**src/rtl/rob_commit_pkg.sv**
```systemverilog
// Shared retirement-stage definitions: ROB entry layout, CDB payload and commit FSM encoding.
// The backtick macros remain for legacy users; new code should use the package localparams.
`ifndef SYS_DEFS_MACROS
`define SYS_DEFS_MACROS
`define XLEN 32
`define ROB_TAG_LEN 4
`define ZERO_REG 5'd0
`define TRUE 1'b1
`define FALSE 1'b0
`endif

package sys_defs;

    localparam int XLEN        = `XLEN;
    localparam int ROB_TAG_LEN = `ROB_TAG_LEN;
    localparam logic [4:0] ZERO_REG = `ZERO_REG;

    typedef struct packed {
        logic            wr_mem;
        logic [4:0]      dest_reg;
        logic [XLEN-1:0] value;
        logic [XLEN-1:0] address;
    } ROB_ENTRY;

    typedef struct packed {
        logic                   valid;
        logic [ROB_TAG_LEN-1:0] tag;
        logic [XLEN-1:0]        value;
    } CDB_DATA;

    typedef enum logic [1:0] {
        CS_IDLE   = 2'd0,
        CS_ST_REQ = 2'd1,
        CS_ST_ACK = 2'd2
    } COMMIT_STATE;

endpackage

```
**src/rtl/rob_commit_if.sv**
```systemverilog
// Store-write channel between the commit stage (master) and the memory system (slave).
// Handshake: a request transfers on a posedge where mem_req_valid && mem_req_ready; while
// valid is high and ready is low, addr/data stay stable. mem_wr_done is a 1-cycle completion pulse.
interface rob_commit_if;

    logic                      mem_req_valid;
    logic                      mem_req_ready;
    logic [sys_defs::XLEN-1:0] mem_req_addr;
    logic [sys_defs::XLEN-1:0] mem_req_data;
    logic                      mem_wr_done;

    modport master (
        output mem_req_valid, mem_req_addr, mem_req_data,
        input  mem_req_ready, mem_wr_done
    );

    modport slave (
        input  mem_req_valid, mem_req_addr, mem_req_data,
        output mem_req_ready, mem_wr_done
    );

endinterface

```
**src/rtl/rob_commit_store_port.sv**
```systemverilog
// Store side of the commit stage: latches the store, holds the request until accepted,
// then waits for the write-done pulse and reports completion for that single cycle.
module commit_store_port
    import sys_defs::*;
(
    input  logic            clock,
    input  logic            reset,
    input  logic            start_i,
    input  logic [XLEN-1:0] addr_i,
    input  logic [XLEN-1:0] data_i,
    rob_commit_if.master    mem,
    output logic            done_o,
    output logic            busy_o,
    output COMMIT_STATE     state_o
);

    localparam logic [1:0] S_IDLE = 2'd0;
    localparam logic [1:0] S_REQ  = 2'd1;
    localparam logic [1:0] S_ACK  = 2'd2;

    logic [1:0]      state_q, state_d;
    logic            valid_q, valid_d;
    logic [XLEN-1:0] addr_q, addr_d;
    logic [XLEN-1:0] data_q, data_d;

    always_comb begin
        state_d = state_q;
        valid_d = valid_q;
        addr_d  = addr_q;
        data_d  = data_q;
        done_o  = 1'b0;
        case (state_q)
            S_IDLE: begin
                if (start_i) begin
                    valid_d = 1'b1;
                    addr_d  = addr_i;
                    data_d  = data_i;
                    state_d = S_REQ;
                end
            end
            S_REQ: begin
                if (mem.mem_req_ready) begin
                    valid_d = 1'b0;
                    state_d = S_ACK;
                end
            end
            S_ACK: begin
                // Completion pulses are only meaningful here; elsewhere they are ignored.
                if (mem.mem_wr_done) begin
                    done_o  = 1'b1;
                    state_d = S_IDLE;
                end
            end
            default: begin
                valid_d = 1'b0;
                state_d = S_IDLE;
            end
        endcase
    end

    always_ff @(posedge clock or negedge reset) begin
        if (!reset) begin
            state_q <= S_IDLE;
            valid_q <= 1'b0;
            addr_q  <= '0;
            data_q  <= '0;
        end else begin
            state_q <= state_d;
            valid_q <= valid_d;
            addr_q  <= addr_d;
            data_q  <= data_d;
        end
    end

    assign mem.mem_req_valid = valid_q;
    assign mem.mem_req_addr  = addr_q;
    assign mem.mem_req_data  = data_q;
    assign busy_o            = (state_q != S_IDLE);
    assign state_o           = COMMIT_STATE'(state_q);

endmodule

```
**src/rtl/rob_commit.sv**
```systemverilog
// In-order retirement stage: retires non-stores in one cycle (RF write + map-table clear),
// hands stores to the store port and retires them on write completion; counts retirements.
module rob_commit
    import sys_defs::*;
#(
    parameter int COUNT_WIDTH = 32
) (
    input  logic                   clock,
    input  logic                   reset,
    input  ROB_ENTRY               head_entry,
    input  logic                   head_ready,
    input  logic [ROB_TAG_LEN-1:0] head_tag,
    rob_commit_if.master           mem,
    output logic                   retire,
    output logic                   rf_wr_en,
    output logic [4:0]             rf_wr_idx,
    output logic [XLEN-1:0]        rf_wr_data,
    output logic                   mt_clear_en,
    output logic [ROB_TAG_LEN-1:0] mt_clear_tag,
    output logic                   store_busy,
    output logic [COUNT_WIDTH-1:0] retired_count,
    output COMMIT_STATE            commit_state
);

    logic                   idle_ready;
    logic                   alu_go;
    logic                   store_start;
    logic                   store_done;
    logic                   writes_reg;
    logic [COUNT_WIDTH-1:0] count_q, count_d;

    // Reset gates decode so nothing retires while reset is held, even with a ready head.
    assign idle_ready  = reset && !store_busy && head_ready;
    assign alu_go      = idle_ready && !head_entry.wr_mem;
    assign store_start = idle_ready &&  head_entry.wr_mem;
    assign writes_reg  = alu_go && (head_entry.dest_reg != ZERO_REG);

    commit_store_port u_store_port (
        .clock   (clock),
        .reset   (reset),
        .start_i (store_start),
        .addr_i  (head_entry.address),
        .data_i  (head_entry.value),
        .mem     (mem),
        .done_o  (store_done),
        .busy_o  (store_busy),
        .state_o (commit_state)
    );

    assign retire       = alu_go || store_done;
    assign rf_wr_en     = writes_reg;
    assign mt_clear_en  = writes_reg;
    assign rf_wr_idx    = alu_go ? head_entry.dest_reg : 5'd0;
    assign rf_wr_data   = alu_go ? head_entry.value    : '0;
    assign mt_clear_tag = alu_go ? head_tag            : '0;

    assign count_d = count_q + {{(COUNT_WIDTH-1){1'b0}}, retire};

    always_ff @(posedge clock or negedge reset) begin
        if (!reset) begin
            count_q <= '0;
        end else begin
            count_q <= count_d;
        end
    end

    assign retired_count = count_q;

endmodule
```
**src/flat_wrapper.sv**
```systemverilog
// flat-port wrapper written by rule: the top's interface ports become plain ports
module rob_commit_flat import sys_defs::*;
#(
    parameter int COUNT_WIDTH = 32
)
  (clock, reset, head_entry, head_ready, head_tag, retire, rf_wr_en, rf_wr_idx, rf_wr_data, mt_clear_en, mt_clear_tag, store_busy, retired_count, commit_state, mem_mem_req_valid, mem_mem_req_addr, mem_mem_req_data, mem_mem_req_ready, mem_mem_wr_done);
  rob_commit_if mem_i ();
  input  logic clock;
  input  logic reset;
  input  ROB_ENTRY head_entry;
  input  logic head_ready;
  input  logic [ROB_TAG_LEN-1:0] head_tag;
  output logic retire;
  output logic rf_wr_en;
  output logic [4:0] rf_wr_idx;
  output logic [XLEN-1:0] rf_wr_data;
  output logic mt_clear_en;
  output logic [ROB_TAG_LEN-1:0] mt_clear_tag;
  output logic store_busy;
  output logic [COUNT_WIDTH-1:0] retired_count;
  output COMMIT_STATE commit_state;
  output wire logic [$bits(mem_i.mem_req_valid)-1:0] mem_mem_req_valid;
  output wire logic [$bits(mem_i.mem_req_addr)-1:0] mem_mem_req_addr;
  output wire logic [$bits(mem_i.mem_req_data)-1:0] mem_mem_req_data;
  input wire logic [$bits(mem_i.mem_req_ready)-1:0] mem_mem_req_ready;
  input wire logic [$bits(mem_i.mem_wr_done)-1:0] mem_mem_wr_done;
  assign mem_mem_req_valid = mem_i.mem_req_valid;
  assign mem_mem_req_addr = mem_i.mem_req_addr;
  assign mem_mem_req_data = mem_i.mem_req_data;
  assign mem_i.mem_req_ready = mem_mem_req_ready;
  assign mem_i.mem_wr_done = mem_mem_wr_done;
  rob_commit #(.COUNT_WIDTH(COUNT_WIDTH)) u_core (.clock(clock), .reset(reset), .head_entry(head_entry), .head_ready(head_ready), .head_tag(head_tag), .mem(mem_i), .retire(retire), .rf_wr_en(rf_wr_en), .rf_wr_idx(rf_wr_idx), .rf_wr_data(rf_wr_data), .mt_clear_en(mt_clear_en), .mt_clear_tag(mt_clear_tag), .store_busy(store_busy), .retired_count(retired_count), .commit_state(commit_state));
endmodule
```
**config.mk**
```make
export PLATFORM = sky130hd
export DESIGN_NAME = rob_commit_flat
export DESIGN_NICKNAME = d
export VERILOG_FILES = /design/src/rtl/rob_commit_pkg.sv /design/src/rtl/rob_commit_if.sv /design/src/rtl/rob_commit_store_port.sv /design/src/rtl/rob_commit.sv /design/src/flat_wrapper.sv
export SDC_FILE = /design/constraint.sdc
export NUM_CORES = 1
export LEC_CHECK = 0
export CAP_MARGIN = 10
export CORE_MARGIN = 5
export CORE_UTILIZATION = 40
export DETAILED_ROUTE_END_ITERATION = 6
export GPL_ROUTABILITY_DRIVEN = 0
export HOLD_SLACK_MARGIN = 0.12
export PLACE_DENSITY_LB_ADDON = 0.3
export SLEW_MARGIN = 0
export SYNTH_ARGS = -nofsm -noshare
export SYNTH_HDL_FRONTEND = slang
export SYNTH_SLANG_ARGS = --single-unit
```
**constraint.sdc**
```tcl
create_clock -name clock -period 2.9 [get_ports clock]
set_input_delay 0.87 -clock clock [delete_from_list [all_inputs] [get_ports clock]]
set_output_delay 0.87 -clock clock [all_outputs]
set_load 0.02 [all_outputs]
```
==> results of run 1 <==
## power by group
part           switching, mW  total [mW]  internal, mW
clock network          0.483       0.889         0.406
logic                  0.787        1.68         0.894
registers              0.171        1.85          1.68
## flip-flops by register name (all words and copies together), names as in the netlist
signal                                 cells
u_core.retired_count                      32
u_core.u_store_port.mem.mem_req_addr      32
u_core.u_store_port.mem.mem_req_data      32
u_core.u_store_port.state_o                2
u_core.u_store_port.mem.mem_req_valid      1
## layout by cell type, fill, tap and decap left out, drive strengths merged, types with 3 or more instances in the layout
master and count:
dfrtp 99, inv 10, nor2 8, buf 77, nand4 9, and2 41, clkbuf 10, mux2 64
dlygate4sd2 5, clkdlybuf4s50 171, nand3 7, xor2 16, xnor2 15, and4 7, nor3 10, nor4 3
nand2 16
## how the worst min path moves through the flow
stage	endpoint	slack, ns	from	cells past startpoint
2_1_floorplan	u_core.retired_count[0]	0.57	reset	0
3_3_place_gp	u_core.retired_count[31]	0.46	u_core.retired_count[31]	1
3_5_place_dp	u_core.retired_count[31]	0.47	u_core.retired_count[31]	1
4_1_cts	u_core.retired_count[31]	0.48	u_core.retired_count[31]	1
5_1_grt	u_core.retired_count[31]	0.50	u_core.retired_count[31]	1
6_report	u_core.retired_count[31]	0.49	u_core.retired_count[31]	1
## cell families (layout without fill, tap and decap cells)
logic type / Yosys count / in the layout / synth area share [%]
simple gates: 104 / 104 / 15.4
mux: 64 / 64 / 16.8
compound gates: 4 / 4 / 0.641
flops: 99 / 99 / 57.7
buf+inv: 22 / 278 / 2.51
xor+xnor: 31 / 31 / 6.33
fa+ha+maj: 2 / 2 / 0.583
## worst reg2reg max path, delay by kind of cell (launching register included)
| family | cells | cell delay (ns) |
|---|---|---|
| AND/OR/NAND/NOR | 5 | 0.78 |
| buffers and inverters | 4 | 0.60 |
| flip-flops | 1 | 0.40 |
| adder cells (fa/ha/maj) | 1 | 0.20 |
| XOR/XNOR | 1 | 0.16 |
| AO/OA/AOI/OAI | 1 | 0.11 |
## final cells by class
type | instances | area share, %
inverters | 7 | 0.377
clock buffers | 9 | 1.78
well taps | 136 | 2.44
flip-flops and latches | 99 | 35.5
clock inverters | 7 | 1.06
multi-input cells | 205 | 24.7
repair buffers | 255 | 34.1
## per-stage QoR
step,hold WS [ns],TNS [ns],cells
3_5_place_dp,0.468,-23.78,698
3_3_place_gp,0.464,-22.95,698
2_1_floorplan,0.574,0,326
4_1_cts,0.484,0,718
6_report,0.491,0,718
5_1_grt,0.497,0,718
## per-layer routing
| layer | track usage (%) | up-vias | routed length (um) |
|---|---|---|---|
| met5 | 0 | - | 0 |
| met4 | 4.49 | 0 | 153 |
| met3 | 5.20 | 12 | 772 |
| met2 | 36.8 | 134 | 6990 |
| met1 | 23.9 | 1662 | 5180 |
| li1 | - | 1618 | - |
## repair_timing
item / 4_1_cts / 5_1_grt
gates resized for setup: 200 / 3
endpoints found under the setup margin: 44 / 12
hold buffers: 0 / 0
pin swaps: 3 / 2
setup buffers: 1 / 0
gates cloned: 3 / 0
==> out/qor.yml, run 1 <==
crit_chain: "dlygate4sd2_1, or4_1, o21a_1, buf_6"
finClkSkew_ns: 0.0137
gr-total-overflow: 0
synth_cell_types: 28
irDropWorstVdd_mv: 0.391
min_period_ns: 2.86
area_delta_synth_final_pct: 62.4
setup_viol: 0
nets: 658
grt_pass1_vias: 3620
hp-class: "reg2reg"
status: "completed"
fp-row-count: 37
die_y_um: 114
via_count: 3426
placed_area_mm2: 0.00685
cts_inserted_buffers: 9
drc: 0
drive_gt1_share_pct: 29.7
netlist_area_mm2: 0.00429
dp_slack_ns: -0.559
synth_common_cells: "dfrtp_1 (99), mux2_2 (64), and2_1 (41)"
hold_viol: 0
multi_input_area_mm2: 0.00172
max_cap_violations: 0
antenna_found_initial: 0
core-area_mm2: 0.0104
first_pass_iters: 4
pin_count: 223
cp.depth: 4
finalMaxSlewViolations: 0
r2r_setup_slack_ns: 0.59
cp_slowest_cell: "or4_1"
final_cell_area_mm2: 0.00697
synth_nets: 407
pwr_density_cell_mw_per_mm2: 634
synth-warning-count: 0
cpPeakStageDelay_ns: 0.53
crit_family: "simple AND/OR/NAND/NOR gates"
grt_max_degree: 67
grt_pass1_wl_um: 20400
max_freq_mhz: 349
slew_headroom_pct: 57.0
crit_type: "in2out"
routedWlPerCell_um: 18.2
timing.rr.end: "u_core.retired_count[26]"
avgSynthCellArea_um2: 13.2
ant_nets: 0
path_max_fanout: 2
cts_sinks: 99
ys_ff_latch: 99
worst_pin_slew_ns: 0.646
synth_edf_count: 0
worstPathRequired_ns: 2.03
crit_end: "rf_wr_en"
cts_root_buffer: "clkbuf_8"
crit_buf_inv: 2
initial_core_util_pct: 41.2
synth.top_cell.area_share_pct: 57.7
startpoint: "head_entry[65]"
cp-end-kind: "primary output"
power_mw: 4.42
dp_hpwl_um: 9810
r2r_cells: 12
post-route-util_pct: 66.9
synthCells: 326
period_share_pct: 98.7
p_leak_nw: 3.19
yosysMostFrequentCell: "dfrtp_1"
synth_area_leaders: "dfrtp_1 (58%), mux2_2 (17%), and2_1 (6.0%), xor2_1 (3.3%), xnor2_1 (3.1%)"
routed_wl_um: 13100
async_flop_share_pct: 100
insertion_delay_ns: 0.35
clockBufferDepth: 2
grt_usage_pct: 20.2
drt_iter0_drc: 146
worst_slack_ns: 0.0381
arrival_ns: 1.99
die_x_um: 114
io_buffers: 222
ys.flop_type: "dfrtp_1"
path_clk_slew_ns: 0.09
setup.worst_path.start_class: "input port"
seq_area_frac_synth_pct: 57.7
fp.dieArea_mm2: 0.0129
cts_tree: "done"
r2r_start: "u_core.u_store_port.state_o[1]"
seqCellArea_mm2: 0.00248
routed_via_density: 4.77
antennaDiodeCount: 0
rsz0062_at_grt: "no"
n_fill_cell: 768
synth_top_area_cell: "dfrtp_1"
cts.htree.levels: 3
Power figures use the tool's default switching activity.
==> run 2: changes to the inputs <==
--- a/config.mk
+++ b/config.mk
@@ -7,11 +7,12 @@
 export LEC_CHECK = 0
 export CAP_MARGIN = 10
 export CORE_MARGIN = 5
-export CORE_UTILIZATION = 40
+export CORE_UTILIZATION = 25
 export DETAILED_ROUTE_END_ITERATION = 6
 export GPL_ROUTABILITY_DRIVEN = 0
 export HOLD_SLACK_MARGIN = 0.12
 export PLACE_DENSITY_LB_ADDON = 0.3
+export SKIP_LAST_GASP = 1
 export SLEW_MARGIN = 0
 export SYNTH_ARGS = -nofsm -noshare
 export SYNTH_HDL_FRONTEND = slang
==> run 2 against run 1 <==
Highest routed layer is now met5; maximum frequency grew 0.62%; critical endpoint is now retire; wire length down 0.24%; sequential share of layout area is 1.3 points lower; worst setup slack gained 0.018 ns; worst hold slack got worse by 0.019 ns; power is 8.9% higher; final cell count rose by 14%; clock-buffer cell count up 1; clock skew fell by 0.0060 ns.
==> out/qor.yml, run 2 (same netlist as run 1, synthesis figures left out) <==
routed_via_density: 4.20  # was 4.77
drive_gt1_share_pct: 30.5  # was 29.7%
antenna_found_initial: 1  # was 0
finalMaxSlewViolations: 0  # unchanged
routedWlPerCell_um: 16.0  # was 18.2 um
r2r_setup_slack_ns: 0.34  # was 0.59 ns
io_buffers: 222  # unchanged
cts_tree: "done"  # unchanged
grt_pass1_vias: 3777  # was 3620
finClkSkew_ns: 0.00771  # was 0.0137 ns
grt_usage_pct: 13.1  # was 20.2%
hp-class: "reg2reg"  # unchanged
dp_hpwl_um: 9670  # was 9810 um
mostFrequentLayoutCells: "clkdlybuf4s50_1 (171), dfrtp_1 (99), mux2_2 (64)"  # unchanged
die_x_um: 141  # was 114 um
cpPeakStageDelay_ns: 0.26  # was 0.53 ns
fp-row-count: 48  # was 37
cts_sinks: 99  # unchanged
drt_iter0_drc: 74  # was 146
path_max_fanout: 4  # was 2
via_count: 3426  # unchanged
period_share_pct: 98.1  # was 98.7%
cts_inserted_buffers: 9  # unchanged
area_delta_synth_final_pct: 68.3  # was 62.4%
hold_viol: 0  # unchanged
pin_count: 223  # unchanged
power_mw: 4.82  # was 4.42 mW
drc: 0  # unchanged
layoutNonFillerInstCount: 816  # was 718
max_cap_violations: 0  # unchanged
worst_pin_slew_ns: 0.667  # was 0.646 ns
fp.dieArea_mm2: 0.0199  # was 0.0129 mm2
pwr_density_cell_mw_per_mm2: 667  # was 634 mW/mm2
multi_input_area_mm2: 0.00172  # about the same
nets: 667  # was 658
cp_slowest_cell: "dlygate4sd2_1"  # was or4_1
routed_wl_um: 13100  # about the same
crit_type: "in2out"  # unchanged
seqCellArea_mm2: 0.00248  # unchanged
max_freq_mhz: 352  # was 349 MHz
crit_family: "buffers and inverters"  # was simple AND/OR/NAND/NOR gates
dp.cells: 794  # was 698
insertion_delay_ns: 0.34  # was 0.35 ns
arrival_ns: 1.97  # was 1.99 ns
final_cell_area_mm2: 0.00722  # was 0.00697 mm2
ant_nets: 0  # unchanged
rsz0062_at_grt: "no"  # unchanged
n_fill_cell: 1637  # was 768
mostFrequentLayoutCell: "clkdlybuf4s50_1"  # unchanged
cts.htree.levels: 3  # unchanged
worstPathRequired_ns: 2.03  # about the same
p_leak_nw: 3.27  # was 3.19 nW
min_period_ns: 2.84  # was 2.86 ns
antennaDiodeCount: 0  # unchanged
first_pass_iters: 4  # unchanged
setup_viol: 0  # unchanged
clockBufferDepth: 2  # unchanged
cts_root_buffer: "clkbuf_16"  # was clkbuf_8
grt_max_degree: 67  # unchanged
cp_common_cell: "buf_4"
die_y_um: 141  # was 114 um
path_clk_slew_ns: 0.07  # was 0.09 ns
cp-end-kind: "primary output"  # unchanged
initial_core_util_pct: 25.2  # was 41.2%
status: "completed"  # unchanged
crit_chain: "dlygate4sd2_1, nand3_2, nor2_4, buf_4, buf_4, a31o_2, buf_4"  # was dlygate4sd2_1, or4_1, o21a_1, buf_6
irDropWorstVdd_mv: 0.271  # was 0.391 mV
slew_headroom_pct: 55.5  # was 57.0%
post-route-util_pct: 42.3  # was 66.9%
gr-total-overflow: 0  # unchanged
placed_area_mm2: 0.00700  # was 0.00685 mm2
grt_pass1_wl_um: 20500  # was 20400 um
setup.worst_path.start_class: "input port"  # unchanged
core-area_mm2: 0.0171  # was 0.0104 mm2
crit_buf_inv: 4  # was 2
run 2: cell count changes in the layout (fill, tap and decap cells not counted), sizes merged:
cell	previous run	this run
buf	77	87
inv	10	8
bufbuf	1	0
bufinv	1	2
clkinv	2	3
clkinvlp	1	0
dlygate4sd2	5	6
run 2: worst register-to-register path, delay by kind of cell, from the launching register on:
| kind | cells | cell delay [ns] |
|---|---|---|
| flip-flops | 1 | 0.38 |
| AND/OR/NAND/NOR | 5 | 1.00 |
| adder cells (fa/ha/maj) | 1 | 0.20 |
| buffers and inverters | 4 | 0.57 |
| AO/OA/AOI/OAI | 1 | 0.14 |
| XOR/XNOR | 1 | 0.15 |
run 2: layer usage:
metal | vias to the layer above | part of all wire (%) | track usage (%)
met5 | - | 0.15 | 0
met4 | 2 | 1.8 | 4.64
met3 | 16 | 7.2 | 3.80
met2 | 133 | 50 | 23.4
met1 | 1645 | 41 | 14.8
li1 | 1630 | - | -
run 2: final timing paths:
path / start / endpoint / cells past startpoint
worst max register to register: u_core.u_store_port.state_o[1] / u_core.retired_count[10] / 12
worst min register to register: u_core.retired_count[31] / u_core.retired_count[31] / 1
worst min-delay path: u_core.retired_count[31] / u_core.retired_count[31] / 1
max in group asynchronous: reset / u_core.u_store_port.mem.mem_req_data[0] / 3
worst max-delay path: head_ready / retire / 7
min in group asynchronous: reset / u_core.retired_count[6] / 2
run 2: repair_timing:
item,in CTS,in global routing
pin swaps,3,1
buffers inserted,2,0
cloned,4,0
gates resized for setup,214,0
hold buffers,0,0
setup endpoints to repair,44,2
run 2: final cells by class:
type,instances,share of cell area [%]
sequential,99,34.3
timing repair buffer,264,33.1
multi-input combinational,205,23.8
tap,225,3.90
clock buffer,10,3.31
clock inverter,6,1.21
inverter,7,0.364
run 2: metrics by stage:
stage	hold WS (ns)	worst slack, ns	TNS, ns
after detailed placement	0.471	-0.592	-24.39
final	0.472	0.0556	0
after CTS	0.483	0.0400	0
after global placement	0.464	-0.559	-23.48
after floorplan	0.574	0.190	0
after global routing	0.485	0.00738	0
run 2: report_power, final:
group	internal [mW]	total [mW]	switching [mW]
sequential	1.68	1.85	0.170
combinational	0.889	1.66	0.772
clock	0.782	1.30	0.522
